**src/rtl/vdp_sprite_sample_sequencer.sv**
```systemverilog
// ---------------------------------------------------------------------------
// vdp_sprite_sample_sequencer
//
// Sweeps the active sprite slots of one scan line. For each slot it loads the
// slot parameters (magnification, bit shift, span), then issues one x
// coordinate per cycle to the external divide table. A 3-stage tag pipe
// travels alongside the divide table so each returning sample leaves the
// block tagged with its slot and pixel index.
//
// Optional feature: define VDP_SPRITE_SEQ_ABORT_EN to add an `abort` input.
// abort=1 in LOAD or SWEEP stops issuing and drains the in-flight results.
//
// Ports
//   clk           system clock, rising edge
//   reset_n       synchronous active-low reset
//   start         one-cycle sweep request, accepted only in IDLE
//   sprite_count  number of slots to sweep (0..8, larger values act as 8)
//   abort         (VDP_SPRITE_SEQ_ABORT_EN only) stop the sweep early
//   slot          current slot index for the external parameter lookup
//   param_mgx     magnification of the current slot
//   param_shift   bit shift of the current slot
//   param_len     pixel span of the current slot (0 means 256)
//   hold          stall: no new x is issued this cycle
//   dt_x          divide table x input
//   dt_mgx        divide table reg_mgx input
//   dt_shift      divide table bit_shift input
//   dt_sample_x   divide table result, 3 clk after issue
//   out_valid     result stream valid
//   out_slot      result slot index
//   out_pix       result pixel index within the slot
//   out_sample    result sample (divide table output passed through)
//   busy          sweep in progress (LOAD, SWEEP or DRAIN)
//   done          one-cycle pulse at the end of a sweep
// ---------------------------------------------------------------------------
module vdp_sprite_sample_sequencer (
    input  logic       clk,
    input  logic       reset_n,
    input  logic       start,
    input  logic [3:0] sprite_count,
`ifdef VDP_SPRITE_SEQ_ABORT_EN
    input  logic       abort,
`endif
    output logic [2:0] slot,
    input  logic [7:0] param_mgx,
    input  logic [1:0] param_shift,
    input  logic [8:0] param_len,
    input  logic       hold,
    output logic [7:0] dt_x,
    output logic [7:0] dt_mgx,
    output logic [1:0] dt_shift,
    input  logic [6:0] dt_sample_x,
    output logic       out_valid,
    output logic [2:0] out_slot,
    output logic [7:0] out_pix,
    output logic [6:0] out_sample,
    output logic       busy,
    output logic       done
);

    typedef enum logic [1:0] {
        ST_IDLE  = 2'd0,
        ST_LOAD  = 2'd1,
        ST_SWEEP = 2'd2,
        ST_DRAIN = 2'd3
    } state_t;

    // Registered state
    state_t     state_r;
    logic [2:0] slot_r;
    logic [3:0] count_r;
    logic [8:0] cnt_r;
    logic [8:0] span_r;
    logic [7:0] mgx_r;
    logic [1:0] shift_r;
    logic [7:0] dt_x_r;
    logic [7:0] dt_mgx_r;
    logic [1:0] dt_shift_r;
    logic       done_r;
    logic       busy_r;

    // Tag pipe, stage 1 is written on issue, stage 3 is the output
    logic       s1_valid_r, s2_valid_r, s3_valid_r;
    logic [2:0] s1_slot_r,  s2_slot_r,  s3_slot_r;
    logic [7:0] s1_pix_r,   s2_pix_r,   s3_pix_r;

    // Next-state values
    state_t     state_s;
    logic [2:0] slot_s;
    logic [3:0] count_s;
    logic [8:0] cnt_s;
    logic [8:0] span_s;
    logic [7:0] mgx_s;
    logic [1:0] shift_s;
    logic [7:0] dt_x_s;
    logic [7:0] dt_mgx_s;
    logic [1:0] dt_shift_s;
    logic       done_s;
    logic       push_valid_s;
    logic       abort_s;
    logic       last_pix_s;
    logic       more_slots_s;

`ifdef VDP_SPRITE_SEQ_ABORT_EN
    assign abort_s = abort;
`else
    assign abort_s = 1'b0;
`endif

    // span_r is never 0 while sweeping, so span_r-1 cannot underflow
    assign last_pix_s   = (cnt_r == (span_r - 9'd1));
    assign more_slots_s = (({1'b0, slot_r} + 4'd1) < count_r);

    // Next-state and next-register computation
    always_comb begin
        state_s      = state_r;
        slot_s       = slot_r;
        count_s      = count_r;
        cnt_s        = cnt_r;
        span_s       = span_r;
        mgx_s        = mgx_r;
        shift_s      = shift_r;
        dt_x_s       = dt_x_r;
        dt_mgx_s     = dt_mgx_r;
        dt_shift_s   = dt_shift_r;
        done_s       = 1'b0;
        push_valid_s = 1'b0;

        case (state_r)
            ST_IDLE: begin
                if (start) begin
                    if (sprite_count == 4'd0) begin
                        done_s = 1'b1;
                    end else begin
                        count_s = (sprite_count > 4'd8) ? 4'd8 : sprite_count;
                        slot_s  = 3'd0;
                        state_s = ST_LOAD;
                    end
                end else begin
                    state_s = ST_IDLE;
                end
            end

            ST_LOAD: begin
                if (abort_s) begin
                    state_s = ST_DRAIN;
                end else begin
                    mgx_s   = param_mgx;
                    shift_s = param_shift;
                    span_s  = (param_len == 9'd0) ? 9'd256 : param_len;
                    cnt_s   = 9'd0;
                    state_s = ST_SWEEP;
                end
            end

            ST_SWEEP: begin
                if (abort_s) begin
                    state_s = ST_DRAIN;
                end else if (!hold) begin
                    dt_x_s       = cnt_r[7:0];
                    dt_mgx_s     = mgx_r;
                    dt_shift_s   = shift_r;
                    push_valid_s = 1'b1;
                    cnt_s        = cnt_r + 9'd1;
                    if (last_pix_s) begin
                        if (more_slots_s) begin
                            slot_s  = slot_r + 3'd1;
                            state_s = ST_LOAD;
                        end else begin
                            state_s = ST_DRAIN;
                        end
                    end else begin
                        state_s = ST_SWEEP;
                    end
                end else begin
                    state_s = ST_SWEEP;
                end
            end

            ST_DRAIN: begin
                // Once stage 1 is empty nothing valid can enter again, and the
                // entries still in stages 2/3 leave on their own. Finishing
                // here puts done on the same cycle as the last output.
                if (!s1_valid_r) begin
                    done_s  = 1'b1;
                    state_s = ST_IDLE;
                end else begin
                    state_s = ST_DRAIN;
                end
            end

            default: begin
                state_s = ST_IDLE;
            end
        endcase
    end

    // Control and datapath registers
    always_ff @(posedge clk) begin
        if (!reset_n) begin
            state_r    <= ST_IDLE;
            slot_r     <= 3'd0;
            count_r    <= 4'd0;
            cnt_r      <= 9'd0;
            span_r     <= 9'd0;
            mgx_r      <= 8'd0;
            shift_r    <= 2'd0;
            dt_x_r     <= 8'd0;
            dt_mgx_r   <= 8'd0;
            dt_shift_r <= 2'd0;
            done_r     <= 1'b0;
            busy_r     <= 1'b0;
        end else begin
            state_r    <= state_s;
            slot_r     <= slot_s;
            count_r    <= count_s;
            cnt_r      <= cnt_s;
            span_r     <= span_s;
            mgx_r      <= mgx_s;
            shift_r    <= shift_s;
            dt_x_r     <= dt_x_s;
            dt_mgx_r   <= dt_mgx_s;
            dt_shift_r <= dt_shift_s;
            done_r     <= done_s;
            busy_r     <= (state_s != ST_IDLE);
        end
    end

    // Tag pipe: advances every cycle, matching the divide table latency
    always_ff @(posedge clk) begin
        if (!reset_n) begin
            s1_valid_r <= 1'b0;
            s1_slot_r  <= 3'd0;
            s1_pix_r   <= 8'd0;
            s2_valid_r <= 1'b0;
            s2_slot_r  <= 3'd0;
            s2_pix_r   <= 8'd0;
            s3_valid_r <= 1'b0;
            s3_slot_r  <= 3'd0;
            s3_pix_r   <= 8'd0;
        end else begin
            s1_valid_r <= push_valid_s;
            s1_slot_r  <= slot_r;
            s1_pix_r   <= cnt_r[7:0];
            s2_valid_r <= s1_valid_r;
            s2_slot_r  <= s1_slot_r;
            s2_pix_r   <= s1_pix_r;
            s3_valid_r <= s2_valid_r;
            s3_slot_r  <= s2_slot_r;
            s3_pix_r   <= s2_pix_r;
        end
    end

    assign slot       = slot_r;
    assign dt_x       = dt_x_r;
    assign dt_mgx     = dt_mgx_r;
    assign dt_shift   = dt_shift_r;
    assign out_valid  = s3_valid_r;
    assign out_slot   = s3_slot_r;
    assign out_pix    = s3_pix_r;
    assign out_sample = dt_sample_x;
    assign busy       = busy_r;
    assign done       = done_r;

endmodule

```
**config.mk**
```make
export PLATFORM = sky130hd
export DESIGN_NAME = vdp_sprite_sample_sequencer
export DESIGN_NICKNAME = d
export VERILOG_FILES = /design/src/rtl/vdp_sprite_sample_sequencer.sv
export SDC_FILE = /design/constraint.sdc
export NUM_CORES = 1
export LEC_CHECK = 0
export BUFFER_PORTS_ARGS = -buffer_cell sky130_fd_sc_hd__buf_2
export CAP_MARGIN = 10
export CORE_MARGIN = 2
export CORE_UTILIZATION = 49
export DETAILED_ROUTE_END_ITERATION = 10
export PLACE_DENSITY = 0.82
export SYNTH_ARGS = -nofsm -noshare
export SYNTH_HDL_FRONTEND = slang
export SYNTH_SLANG_ARGS = --single-unit
```
**constraint.sdc**
```tcl
create_clock -name clk -period 2.2 [get_ports clk]
set_input_delay 0.44 -clock clk [delete_from_list [all_inputs] [get_ports clk]]
set_output_delay 0.44 -clock clk [all_outputs]
set_load 0.005 [all_outputs]
```
; ---- Yosys cells after proc, flatten, opt, wreduce, memory -nomap -nowiden
; Cells that the tools add are included.
[op_classes]
mux = 22
bitwise = 2
n_reduce_logical = 11
eq_ne = 9
n_lt_le_gt_ge = 2
addsub = 4
[ops]
columns = op, count
row1 = 9-bit two-way mux, 2
row2 = 9-bit one-hot mux with 2 select lines, 1
row3 = 3-bit two-way mux, 5
row4 = 2-bit two-way mux, 6
row5 = 2-bit != test (second input constant), 5
row6 = 9-bit by 1-bit adder with 9-bit output (second input constant), 1
row7 = 9-bit == test, 1
row8 = 9-bit zero test, 1
row9 = 9-bit by 1-bit subtractor with 9-bit output (second input constant), 1
row10 = 2-bit one-hot mux with 4 select lines, 1
row11 = 3-bit one-hot mux with 2 select lines, 1
row12 = 2-bit AND reduction, 3
row13 = 6-bit AND reduction, 1
row14 = 2-bit nonzero test, 3
row15 = 3-bit by 1-bit adder with 4-bit output (second input constant), 1
row16 = 2-bit == test (second input constant), 2
row17 = 4-bit greater-than comparator (second input constant), 1
row18 = 4-bit zero test, 1
row19 = 4-bit less-than comparator, 1
row20 = 1-bit two-way mux, 4
row21 = 4-bit two-way mux, 1
row22 = 3-bit by 1-bit adder with 3-bit output (second input constant), 1
row23 = 3-bit AND reduction, 1
row24 = 2-bit by 1-bit == test with 1-bit output (second input constant), 1
row25 = other kinds (3), 4
[word_totals]
output_inout_bits = 42
word_cells = 71
regBits = 93
inputBits = 34

; ---- Logic depth before layout (Yosys ltp)
[logic_depth]
depth_word = 7
mapped_depth = 9
mapped_depth_nobuf = 9

; ---- Worst setup path after synthesis
; OpenSTA, ideal clock, no wires.
[synth_timing]
path_type = reg-to-reg
startpoint = register span_r[0]
endpoint = register slot_r[0] (netlist: slot[0])
path_stages_with_launch = 9
path_buffers = 0
t_arrival_ps = 2265
synth_period_minus_slack_ps = 2387
setup_slack_ps = -187
setup_time_ps = 122
cell_sequence = dfxtp_1 inv_1 ha_1 or2b_1 or4_4 xnor2_2 a221oi_2 a21oi_1 a221o_1
[synth_via]
elab_chain_len = 4
[synth_lines]
columns = element, line
row1 = start: declaration, 72  ; logic [8:0] span_r;
row2 = start signal: assignment, 217  ; span_r <= span_s;
row3 = 9-bit by 1-bit subtractor with 9-bit output, 110  ; assign last_pix_s = (cnt_r == (span_r - 9'd1));
row4 = 9-bit == test, 110
row5 = 2-bit != test (no line), n/a
row6 = 6-bit AND reduction (no line), n/a
row7 = end signal: assignment, 214  ; slot_r <= slot_s;
row8 = end: declaration, 69  ; logic [2:0] slot_r;
; Every way passes these cells.
; A chain may end at the register's enable or synchronous reset.

; ---- Worst setup path in the final report
[layout_timing]
startpoint = register slot_r[1] (netlist: slot[1])
endpoint = register slot_r[0] (netlist: slot[0])
[layout_via]
elab_chain_len = 4
[layout_lines]
columns = element, line
row1 = 3-bit by 1-bit adder with 4-bit output, 111  ; assign more_slots_s = (({1'b0, slot_r} + 4'd1) < count_r);
row2 = 4-bit less-than comparator, 111
row3 = 2-bit != test (no line), n/a
row4 = 6-bit AND reduction (no line), n/a
; Every way passes these cells.

==> metrics <==
Layout area overhead=20.9%; Worst path slowest cell=or4_4; Power Dens Cells=about 670 nW/µm²; Critical Path Sink=slot[0]$_SDFFE_PN0P_; pin count of the biggest net entering global routing=44; ant diodes=0; violated checks=setup timing; GRT Overall Usage=0.188; fillers=658; Remaining DRCs=0; clock latency on the worst-skew pair=roughly 0.35 ns; Synth Instances=around 400; # nets final=a little over 500; CTS tree=yes; Slew Viols, Final=0; Total Routed Length=between 7000 and 8000 µm; syn nets=440; Mapped Area=3880 µm²; DPL Wire Length=approximately 5500 µm; Die Wd=~93 µm; worst setup path start=slot[1]$_SDFFE_PN0P_; Tcrit/Tclk final=1.03; Initial DRC Count=213; Reg2Reg Setup Slack=-0.07 ns; reg2reg end=slot[0]$_SDFFE_PN0P_; Area contributors post-synth=dfxtp_1 48%, and2_1 6.0%, mux2i_1 4.9%; post-synthesis adder-cell area fraction=0.0323; vias=approximately 3000; top cell type's share of synthesized area=0.480; synth cell count leaders=93 x dfxtp_1, 44 x nand2_1, 37 x and2_1, 28 x nor2b_1, 20 x a21boi_0; most used cell, CP=a21oi_4; data arrival time of the worst path=between 2 and 3 ns; Compound-Gate Fraction of Synth Area=0.120; Setup Viol. Count Final=3; leading area contributor after synthesis=dfxtp_1; H-tree depth=3; ys flop type=dfxtp_1; final hold viol count=0; clock sink total=a little over 90; CTS root buf=clkbuf_8; Worst Setup End Kind=register; main combinational cell family by area after synthesis=simple AND/OR/NAND/NOR gates; Synth Warn #=0; core area=7690 µm²; Starting Density=0.505; total CTS buffers=9; class of the worst hold path=in -> reg; first-pass GRT wire length=between 10000 and 15000 µm; clk slew on worst S/H paths=~0.08 ns; routed vias/inst=just over 5; r2r startpoint=slot[1]$_SDFFE_PN0P_; GP Congestion=a little over 0.8; critical-path cell list=ha_4 > xor2_2 > ha_2 > or4_4 > a21oi_4 > a21oi_4 > nor4_2 > a21oi_1 > a221o_1; RSZ-0062 raised after global routing=yes; critical path required time=2.43 ns; worst-margin pin slew=roughly 0.75 ns; initial antenna violation count=0; max incr delay on CP=a little under 0.5 ns; global route overflow=0; layout cells sized above 1=0.280; Max VDD drop=roughly 0.38 mV; CP max FO=3; mux share of post-synthesis cell area=0.0490; post-synthesis xor/xnor area fraction=0.0381; crit path time final=~2.3 ns; final core occ=0.610; ANT nets after route=0; Peak Freq=about 440 MHz; clk buf depth=2; Post-Synth Simple-Gate Area=0.233; sequential share of the synthesized area=0.480; distinct cell type count after synthesis=58; max_slew headroom=0.494; Placed Instance Area=about 4400 µm²; routed length per placed instance=13.5 µm; Post-synth ARST share=0; synthesized flop and latch total=between 90 and 100; cell row count=32; design area=~4700 µm²; worst setup margin=-0.0703 ns; worst hold slack=0.355 ns; vias in the first global route=between 3000 and 4000; Die ar.=8640 µm²; Port Buffers=a little over 60; CP Class=reg -> reg; Tot Pwr=0.00316 W; Reg2Reg Depth=9; CP Launch Type=register; Setup Skew=a little over 0.009 ns; First-pass DRT Iterations=6; count leader, synth=dfxtp_1; Boundary Pins=76; outcome=finished with violations; Die Ht=between 90 and 100 µm; Avg Inst Size Synth=9.79 µm²; Max Cap Viol=0; EDFF count, synth=0; Pleak=roughly 1.9 nW
## area by class of cell
class / count / area (µm²) / area share
flip-flops and latches: 93 / 1870 / 0.399
clock inverters: 2 / 35.0 / 0.00747
multi-input cells: 266 / 1940 / 0.413
inverters: 10 / 37.5 / 0.00800
repair buffers: 92 / 538 / 0.115
clock buffers: 12 / 145 / 0.0309
well taps: 102 / 128 / 0.0272
## critical path: cells and delay by family, from the launching register on
kind            cells  cell delay (ns)
flops               1             0.36
xor+xnor            1             0.15
simple gates        2             0.66
fa+ha+maj           2             0.34
compound gates      4             0.64
## routing by layer
layer	routed length, µm	GRT usage
met5	0	0
met4	144	0.0821
met3	491	0.0459
met2	3780	0.324
met1	3350	0.223
## stage by stage
stage | cells | setup slack [ns] | TNS, ns
floorplan | 396 | -0.0400 | -0.0400
global placement | 561 | -0.0463 | -0.0463
detailed placement | 561 | -0.138 | -0.251
CTS | 577 | -0.125 | -0.166
global route | 577 | -0.167 | -0.571
finish | 577 | -0.0703 | -0.128
## cell families (layout without fill, tap and decap cells)
group,count (synthesis),count (layout)
AND/OR/NAND/NOR,159,159
flip-flops,93,93
AO/OA/AOI/OAI,62,62
buffers and inverters,37,116
multiplexers,19,19
XOR/XNOR,16,16
adder cells (fa/ha/maj),10,10
## power breakdown
| part | internal (W) | switching (W) |
|---|---|---|
| clock | 0.000544 | 0.000528 |
| combinational | 0.000170 | 0.000186 |
| sequential | 0.00171 | 0.0000188 |
## worst min path at each step
stage                                        from                 endpoint  cells past startpoint
after floorplan            s2_pix_r[0]$_SDFF_PN0_    out_pix[0]$_SDFF_PN0_                      1
after global placement    s1_slot_r[1]$_SDFF_PN0_  s2_slot_r[1]$_SDFF_PN0_                      1
after detailed placement   s2_pix_r[4]$_SDFF_PN0_    out_pix[4]$_SDFF_PN0_                      1
after CTS                          param_shift[1]  shift_r[1]$_SDFFE_PN0P_                      3
after global routing               param_shift[1]  shift_r[1]$_SDFFE_PN0P_                      3
final                                param_mgx[1]    mgx_r[1]$_SDFFE_PN0P_                      3
## state kept, by name, indices dropped and copies added (netlist names), 2 cells and up
register	count
out_slot	3
s2_pix_r	8
mgx_r	8
slot	3
cnt_r	9
state_r	2
s1_slot_r	3
s2_slot_r	3
s1_pix_r	8
dt_x	8
span_r	9
count_r	4
dt_mgx	8
dt_shift	2
shift_r	2
out_pix	8
## placed cells by master, fill, tap and decap left out, drive strengths merged, types with 2 or more instances in the layout
| cell type | n |
|---|---|
| a21oi | 14 |
| o21ai | 8 |
| ha | 10 |
| nor3 | 7 |
| nor4 | 5 |
| nor2 | 11 |
| nor2b | 28 |
| a31oi | 2 |
| nand4 | 2 |
| or2b | 3 |
| a21boi | 21 |
| inv | 10 |
| nand4b | 2 |
| clkbuf | 12 |
| mux2i | 19 |
| nand3 | 5 |
| and2 | 38 |
| or3 | 2 |
| xnor2 | 9 |
| dfxtp | 93 |
| xor2 | 7 |
| a211oi | 2 |
| or4 | 2 |
| a22oi | 4 |
| buf | 92 |
| nand2 | 44 |
| and3 | 3 |
## timing repair
item	4_1_cts	5_1_grt
hold buffers	0	0
gates resized for setup	8	7
buffers inserted	2	0
endpoints found under the setup margin	5	6
pin swaps	7	5
Note: power is estimated with default switching activity, not from simulation.
